[config.mk]
export PLATFORM = sky130hd
export DESIGN_NAME = m_pc_ctrl
export DESIGN_NICKNAME = d
export VERILOG_FILES = /design/src/rtl/m_pc_ctrl.sv
export SDC_FILE = /design/constraint.sdc
export NUM_CORES = 1
export LEC_CHECK = 0
export BUFFER_PORTS_ARGS = -buffer_cell sky130_fd_sc_hd__buf_2
export CORE_MARGIN = 2
export CORE_UTILIZATION = 52
export DETAILED_ROUTE_END_ITERATION = 7
export GPL_TIMING_DRIVEN = 0
export HOLD_SLACK_MARGIN = 0.06
export PLACE_DENSITY = 0.87
export SLEW_MARGIN = 15
export SYNTH_ARGS = -nofsm -noshare
export SYNTH_HDL_FRONTEND = slang
export SYNTH_SLANG_ARGS = --single-unit
[constraint.sdc]
create_clock -name clk_i -period 5.7 [get_ports clk_i]
set_clock_uncertainty 0.2 [all_clocks]
set_input_delay 0.57 -clock clk_i [delete_from_list [all_inputs] [get_ports clk_i]]
set_output_delay 0.57 -clock clk_i [all_outputs]
set_load 0.02 [all_outputs]
[src/rtl/m_pc_ctrl.sv]
// rtl/m_pc_ctrl.sv - fetch-side PC register, redirect/flush control and WFI sleep
//
// Owns the program counter and the instruction-memory fetch handshake.
// Stall and redirect requests come from the hazard unit, the EX stage and the
// CSR/trap unit. Per-stage bubble pulses are driven here, and the core sleeps
// here on WFI.
//
// Ports:
//   clk_i, rst_i          clock, synchronous active-high reset
//   PCWrite_i             0 = hold PC
//   IF_Dwrite_i           0 = hold IF/ID
//   exe_pc_req_i/_pc_i    EX branch/jump redirect and target
//   csr_pc_req_i/_pc_i    trap/mret redirect and target
//   wfi_req_i             WFI reached EX
//   irq_pending_i         enabled interrupt pending (level)
//   imem_ready_i          fetch response valid this cycle
//   pc_o                  current fetch address
//   fetch_req_o           fetch request valid
//   if_id_en_o            IF/ID write enable
//   if_id_flush_o         bubble into IF/ID
//   id_ex_flush_o         bubble into ID/EX
//   ex_mem_flush_o        bubble into EX/MEM
//   wfi_sleep_o           core asleep in WFI
module m_pc_ctrl #(
   parameter int unsigned     XLEN         = 32,
   parameter logic [XLEN-1:0] RESET_VECTOR = 32'h8000_0000
) (
   input  logic            clk_i,
   input  logic            rst_i,
   input  logic            PCWrite_i,
   input  logic            IF_Dwrite_i,
   input  logic            exe_pc_req_i,
   input  logic [XLEN-1:0] exe_pc_i,
   input  logic            csr_pc_req_i,
   input  logic [XLEN-1:0] csr_pc_i,
   input  logic            wfi_req_i,
   input  logic            irq_pending_i,
   input  logic            imem_ready_i,
   output logic [XLEN-1:0] pc_o,
   output logic            fetch_req_o,
   output logic            if_id_en_o,
   output logic            if_id_flush_o,
   output logic            id_ex_flush_o,
   output logic            ex_mem_flush_o,
   output logic            wfi_sleep_o
);

   typedef enum logic [1:0] {
      ST_RUN  = 2'd0,
      ST_KILL = 2'd1,
      ST_WFI  = 2'd2
   } state_t;

   state_t          state_q, state_d;
   logic [XLEN-1:0] pc_q, pc_d;
   logic            wfi_sleep_q, wfi_sleep_d;

   // A redirect while a request is in flight without a response leaves a
   // stale response behind; KILL waits for it and discards it.
   logic            fetch_pending;
   state_t          redir_state;

   assign fetch_req_o   = (state_q != ST_WFI);
   assign fetch_pending = fetch_req_o & ~imem_ready_i;
   assign redir_state   = fetch_pending ? ST_KILL : ST_RUN;

   always_comb begin
      state_d        = state_q;
      pc_d           = pc_q;
      if_id_flush_o  = 1'b0;
      id_ex_flush_o  = 1'b0;
      ex_mem_flush_o = 1'b0;
      // Outside WFI, imem_ready_i in KILL only occurs on the stale-response
      // cycle, where the concurrent flush turns the write into a bubble.
      if_id_en_o     = ~rst_i & fetch_req_o & IF_Dwrite_i & imem_ready_i;

      if (rst_i) begin
         state_d = ST_RUN;
         pc_d    = RESET_VECTOR;
      end else if (csr_pc_req_i) begin
         pc_d           = {csr_pc_i[XLEN-1:2], 2'b00};
         if_id_flush_o  = 1'b1;
         id_ex_flush_o  = 1'b1;
         ex_mem_flush_o = 1'b1;
         state_d        = redir_state;
      end else if (exe_pc_req_i && state_q != ST_WFI) begin
         pc_d          = {exe_pc_i[XLEN-1:2], 2'b00};
         if_id_flush_o = 1'b1;
         id_ex_flush_o = 1'b1;
         state_d       = redir_state;
      end else begin
         case (state_q)
            ST_RUN: begin
               if (wfi_req_i && !irq_pending_i) begin
                  state_d = ST_WFI;
               end else if (PCWrite_i && imem_ready_i) begin
                  pc_d = pc_q + XLEN'(4);
               end
            end
            ST_KILL: begin
               // pc_q already holds the redirect target; never advance here.
               if (imem_ready_i) begin
                  if_id_flush_o = 1'b1;
               end
               if (wfi_req_i && !irq_pending_i) begin
                  state_d = ST_WFI;
               end else if (imem_ready_i) begin
                  state_d = ST_RUN;
               end
            end
            ST_WFI: begin
               if (irq_pending_i) begin
                  state_d = ST_RUN;
               end
            end
            default: state_d = ST_RUN;
         endcase
      end

      wfi_sleep_d = (state_d == ST_WFI);
   end

   always_ff @(posedge clk_i) begin
      if (rst_i) begin
         state_q     <= ST_RUN;
         pc_q        <= RESET_VECTOR;
         wfi_sleep_q <= 1'b0;
      end else begin
         state_q     <= state_d;
         pc_q        <= pc_d;
         wfi_sleep_q <= wfi_sleep_d;
      end
   end

   assign pc_o        = pc_q;
   assign wfi_sleep_o = wfi_sleep_q;

endmodule

# Word-level counts from Yosys, hierarchy flattened
# Cells that the tools add are included.
[classes] n_addsub=1 n_mul=0 div=0 magnitude_cmp=0 eq_ne=5 shifts=0 muxes=24 bitwise=7 n_reduce_logical=10
[ops] cell="2-to-1 mux 32 bit" n=5
[ops] cell="adder 32 x 3 -> 32 bit (second input constant)" n=1
[ops] cell="2-to-1 mux 2 bit" n=7
[ops] cell="2-to-1 mux 1 bit" n=11
[ops] cell="case mux 2 bit (3 select lines)" n=1
[ops] cell="AND reduction 3 bit" n=2
[ops] cell="nonzero test 3 bit" n=2
[ops] cell="bitwise AND 1 bit" n=4
[ops] cell="== test 2 bit (second input constant)" n=2
[ops] cell="logical AND 1 bit" n=3
[ops] cell="!= test 3 bit (second input constant)" n=1
[ops] cell="NOT 1 bit" n=3
[ops] cell="OR reduction 3 bit" n=1
[ops] cell="== test 2 x 1 -> 1 bit (second input constant)" n=1
[ops] cell="logical NOT 2 bit" n=1
[ops] cell="!= test 2 bit (second input constant)" n=1
[ops] cell="logical NOT 1 bit" n=1
[totals] reg_bits=35 latch_bits=0 ram_bits=0 rom_bits=0 inputBits=73 out_inout_bits=38 word_cells=51 n_memories=0

# Logic depth before layout (Yosys ltp)
[depth] word_depth=8 depth_mapped=8 mapped_depth_nobuf=6

# Worst setup path before layout
# Ideal clock, no wire load.
[synth_path] kind="in2out" startpoint="in rst_i" endpoint="out if_id_en_o" arrival_ns=1.651 required_ns=4.930 setup_slack_ns=3.279 stages=4 n_path_buf=3 path_cell_list="clkbuf_1 -> clkbuf_1 -> clkbuf_1 -> nor3_1"
[synth_between] elab_chain_len=4
[synth_rtl] item="from (decl)" line_no="29" source="input logic rst_i,"
[synth_rtl] item="NOT 1 bit" line_no="75" source="if_id_en_o = ~rst_i & fetch_req_o & IF_Dwrite_i & imem_ready_i;"
[synth_rtl] item="bitwise AND 1 bit (3 in series)" line_no="75"
[synth_rtl] item="to (decl)" line_no="41" source="output logic if_id_en_o,"
# No other way between the ends.

# Worst setup path after layout
[layout_path] startpoint="reg state_q[1]" endpoint="out if_id_flush_o"
[layout_between] elab_chain_len=5 word_cells_on_any_way=7 classes_between="2 x eq/ne; 4 x mux; 1 x reduce/logical"
[layout_rtl] item="from (decl)" line_no="54" source="state_t state_q, state_d;"
[layout_rtl] item="from (signal assigned)" line_no="129" source="state_q <= state_d;"
[layout_rtl] item="== test 2 x 1 -> 1 bit or != test 2 bit (tied branches)" line_no="92, 86"
[layout_rtl] item="2-to-1 mux 1 bit or logical AND 1 bit (tied branches)" line_no="92, 86"
[layout_rtl] item="2-to-1 mux 1 bit (*)" line_no="86" source="end else if (exe_pc_req_i && state_q != ST_WFI) begin"
[layout_rtl] item="2-to-1 mux 1 bit (*)" line_no="80" source="end else if (csr_pc_req_i) begin"
[layout_rtl] item="2-to-1 mux 1 bit (*)" line_no="77" source="if (rst_i) begin"
[layout_rtl] item="to (decl)" line_no="42" source="output logic if_id_flush_o,"
# Every way passes the cells marked *; elsewhere a longest branch is shown, timed or not.

==> metrics.md <==
| Metric | Value |
|---|---|
| Run status | `completed` |
| Share of layout cells above drive strength 1 | `0.251` |
| TritonRoute pass-1 iters | `5` |
| Overall die area | `5380 um^2` |
| Number of global-route vias before repair | `2917` |
| CP startpoint | `state_q[1]` |
| Post-layout util | `0.674` |
| GPL Wtd Cong | `0.933` |
| Tmin final | `2.98 ns` |
| PortBufs | `102` |
| Max Cap Viol | `0` |
| Clock Tree Buf Depth | `2` |
| Global-route congestion overflow total | `0` |
| Die width | `73.3 um` |
| Ys async rst share | `0` |
| H-tree depth | `2` |
| Maximum VDD drop | `153 uV` |
| Cell count after synthesis | `351` |
| GRT Overall Usage | `0.347` |
| Final Max Tran Viols | `0` |
| 1st-iter DRT viols | `437` |
| Setup crit start kind | `flop` |
| PD cells | `201 nW/um^2` |
| Yosys Warn Count | `0` |
| Worst R2R Start | `pc_o[2]` |
| Commonest cells after routing, fill and taps aside | `buf_2, nand2_1, nand3_1, dfxtp_1` |
| Crit Path Category | `flop to primary output` |
| Final HPWL from detailed placement | `6.73 mm` |
| Initial core utilization | `0.533` |
| Vias per cell | `6.56` |
| Core Region | `4690 um^2` |
| Synth cell types | `56` |
| Root buffer cell | `clkbuf_8` |
| Antenna diode count | `0` |
| Mean post-synth cell area | `7.12 um^2` |
| Yosys reg bits | `33` |
| Most common cell after layout, fill and taps aside | `buf_2` |
| Final wirelength | `9.42 mm` |
| Post-Route Setup TNS | `0 ns` |
| Die Height | `73.3 um` |
| Worst rel slew slack | `0.258` |
| Period Utilization, post-route | `0.522` |
| Worst Tran Pin Value | `1.10 ns` |
| Nets | `535` |
| Final count of hold timing violations | `0` |
| Sequential fraction of the synthesis area | `0.264` |
| Netlist Area Pre-Place | `2500 um^2` |
| Area Growth Syn to Fin | `26.5%` |
| Fmax | `0.336 GHz` |
| IO Pins | `111` |
| First-pass GRT wire length | `14.4 mm` |
| Worst path arrival time | `2.21 ns` |
| Remaining DRCs | `0` |
| Post-CTS Repair Setup Buffers | `0` |
| Post-CTS Resized | `0` |
| CTS sink cnt | `33` |
| CTS tree | `built` |
| Post-synth EDFFs | `0` |
| Largest net degree at the start of global routing | `11` |
| Via Count | `3385` |
| Nature of the critical path endpoint | `primary output` |
| Post-route ant nets | `0` |
| Row count | `25` |
| Worst hold path class | `input pin to flop` |
| Final setup viols | `0` |
| WL per Instance | `18.3 um` |
| Static leakage power | `1.38 nW` |
| Worst path required time | `4.93 ns` |
| Final setup margin | `2.72 ns` |
| TritonCTS Buffers | `5` |
| Worst skew pair latency | `0.30 ns` |
| Synth Flop Type | `dfxtp_1` |
| Place WS | `2.86 ns` |
| Initial antenna violation count | `0` |
| Hold path startpoint | `irq_pending_i` |
| CP max FO | `9` |
| Worst-path clk slew | `0.07 ns` |
| Hold-fix buffers at CTS | `0` |
| RSZ-0062 raised after global routing | `false` |
[cells in the mapped netlist, drive strengths merged, types with 8 or more instances]
master | instances | share of area
nor4 | 9 | 0.029
and3 | 9 | 0.023
a21oi | 23 | 0.046
nand3 | 33 | 0.066
o21ai | 22 | 0.044
dfxtp | 33 | 0.26
inv | 11 | 0.017
nor2 | 20 | 0.030
nand4 | 8 | 0.026
clkbuf | 21 | 0.032
nand2 | 39 | 0.059
nor3 | 24 | 0.048
xor2 | 10 | 0.035
[layout make-up]
type	instances	area [um^2]
plain buffers	25	104
clock buffers	8	80.1
fillers	426	1530
inverters	12	45.0
multi-input cells	282	1690
flip-flops and latches	33	661
well taps	54	67.6
repair buffers	102	510
[layer usage]
layer,GRT usage,part of all wire,vias to the layer above
met5,0,0,-
met2,0.527,0.44,273
met1,0.456,0.39,1523
li1,-,-,1538
met3,0.103,0.13,51
met4,0.154,0.039,0
[flip-flops by register name (all words and copies together) (netlist names)]
signal / flops
state_q: 2
wfi_sleep_o: 1
pc_o: 30
[power by group]
part / switching [mW] / internal (mW) / total, mW
Combinational: 0.109 / 0.0705 / 0.180
Sequential: 0.0265 / 0.248 / 0.275
Clock: 0.0939 / 0.0869 / 0.181
[critical path: stages, from the launching register on]
cell and delay [ns]:
dfxtp_1 0.42, nor2b_1 0.14, buf_2 0.20, nor2_1 0.16, nor2_1 0.66, a21oi_1 0.12, buf_2 0.20
[metrics by stage]
stage	total power [mW]	instance area (um^2)	std cells	hold slack [ns]
after global placement	0.448	3080	508	0.300
after floorplan	0.380	2500	352	0.324
after detailed placement	0.453	3080	508	0.307
after global routing	0.658	3160	516	0.283
final	0.635	3160	516	0.277
after CTS	0.626	3160	516	0.277
[logic make-up (layout without fill, tap and decap cells)]
kind of cell | count (synthesis) | in the layout | synth area share
other | 1 | 2 | 0.00150
and+or+nand+nor | 164 | 164 | 0.344
DFF | 33 | 33 | 0.264
adders and majority gates | 1 | 1 | 0.00500
muxes | 3 | 3 | 0.0120
buffers and inverters | 37 | 147 | 0.0596
xor gates and xnor gates | 14 | 14 | 0.0490
AOI/OAI and AO/OA | 98 | 98 | 0.264
[path summary, 6_finish.rpt]
path	cells past startpoint	slack (ns)	to
hold reg to reg	1	0.32	pc_o[25]
setup / recovery	6	2.72	if_id_flush_o
hold / removal	2	0.28	state_q[1]
setup reg to reg	6	2.84	pc_o[26]
(Power assumes the default switching activity.)
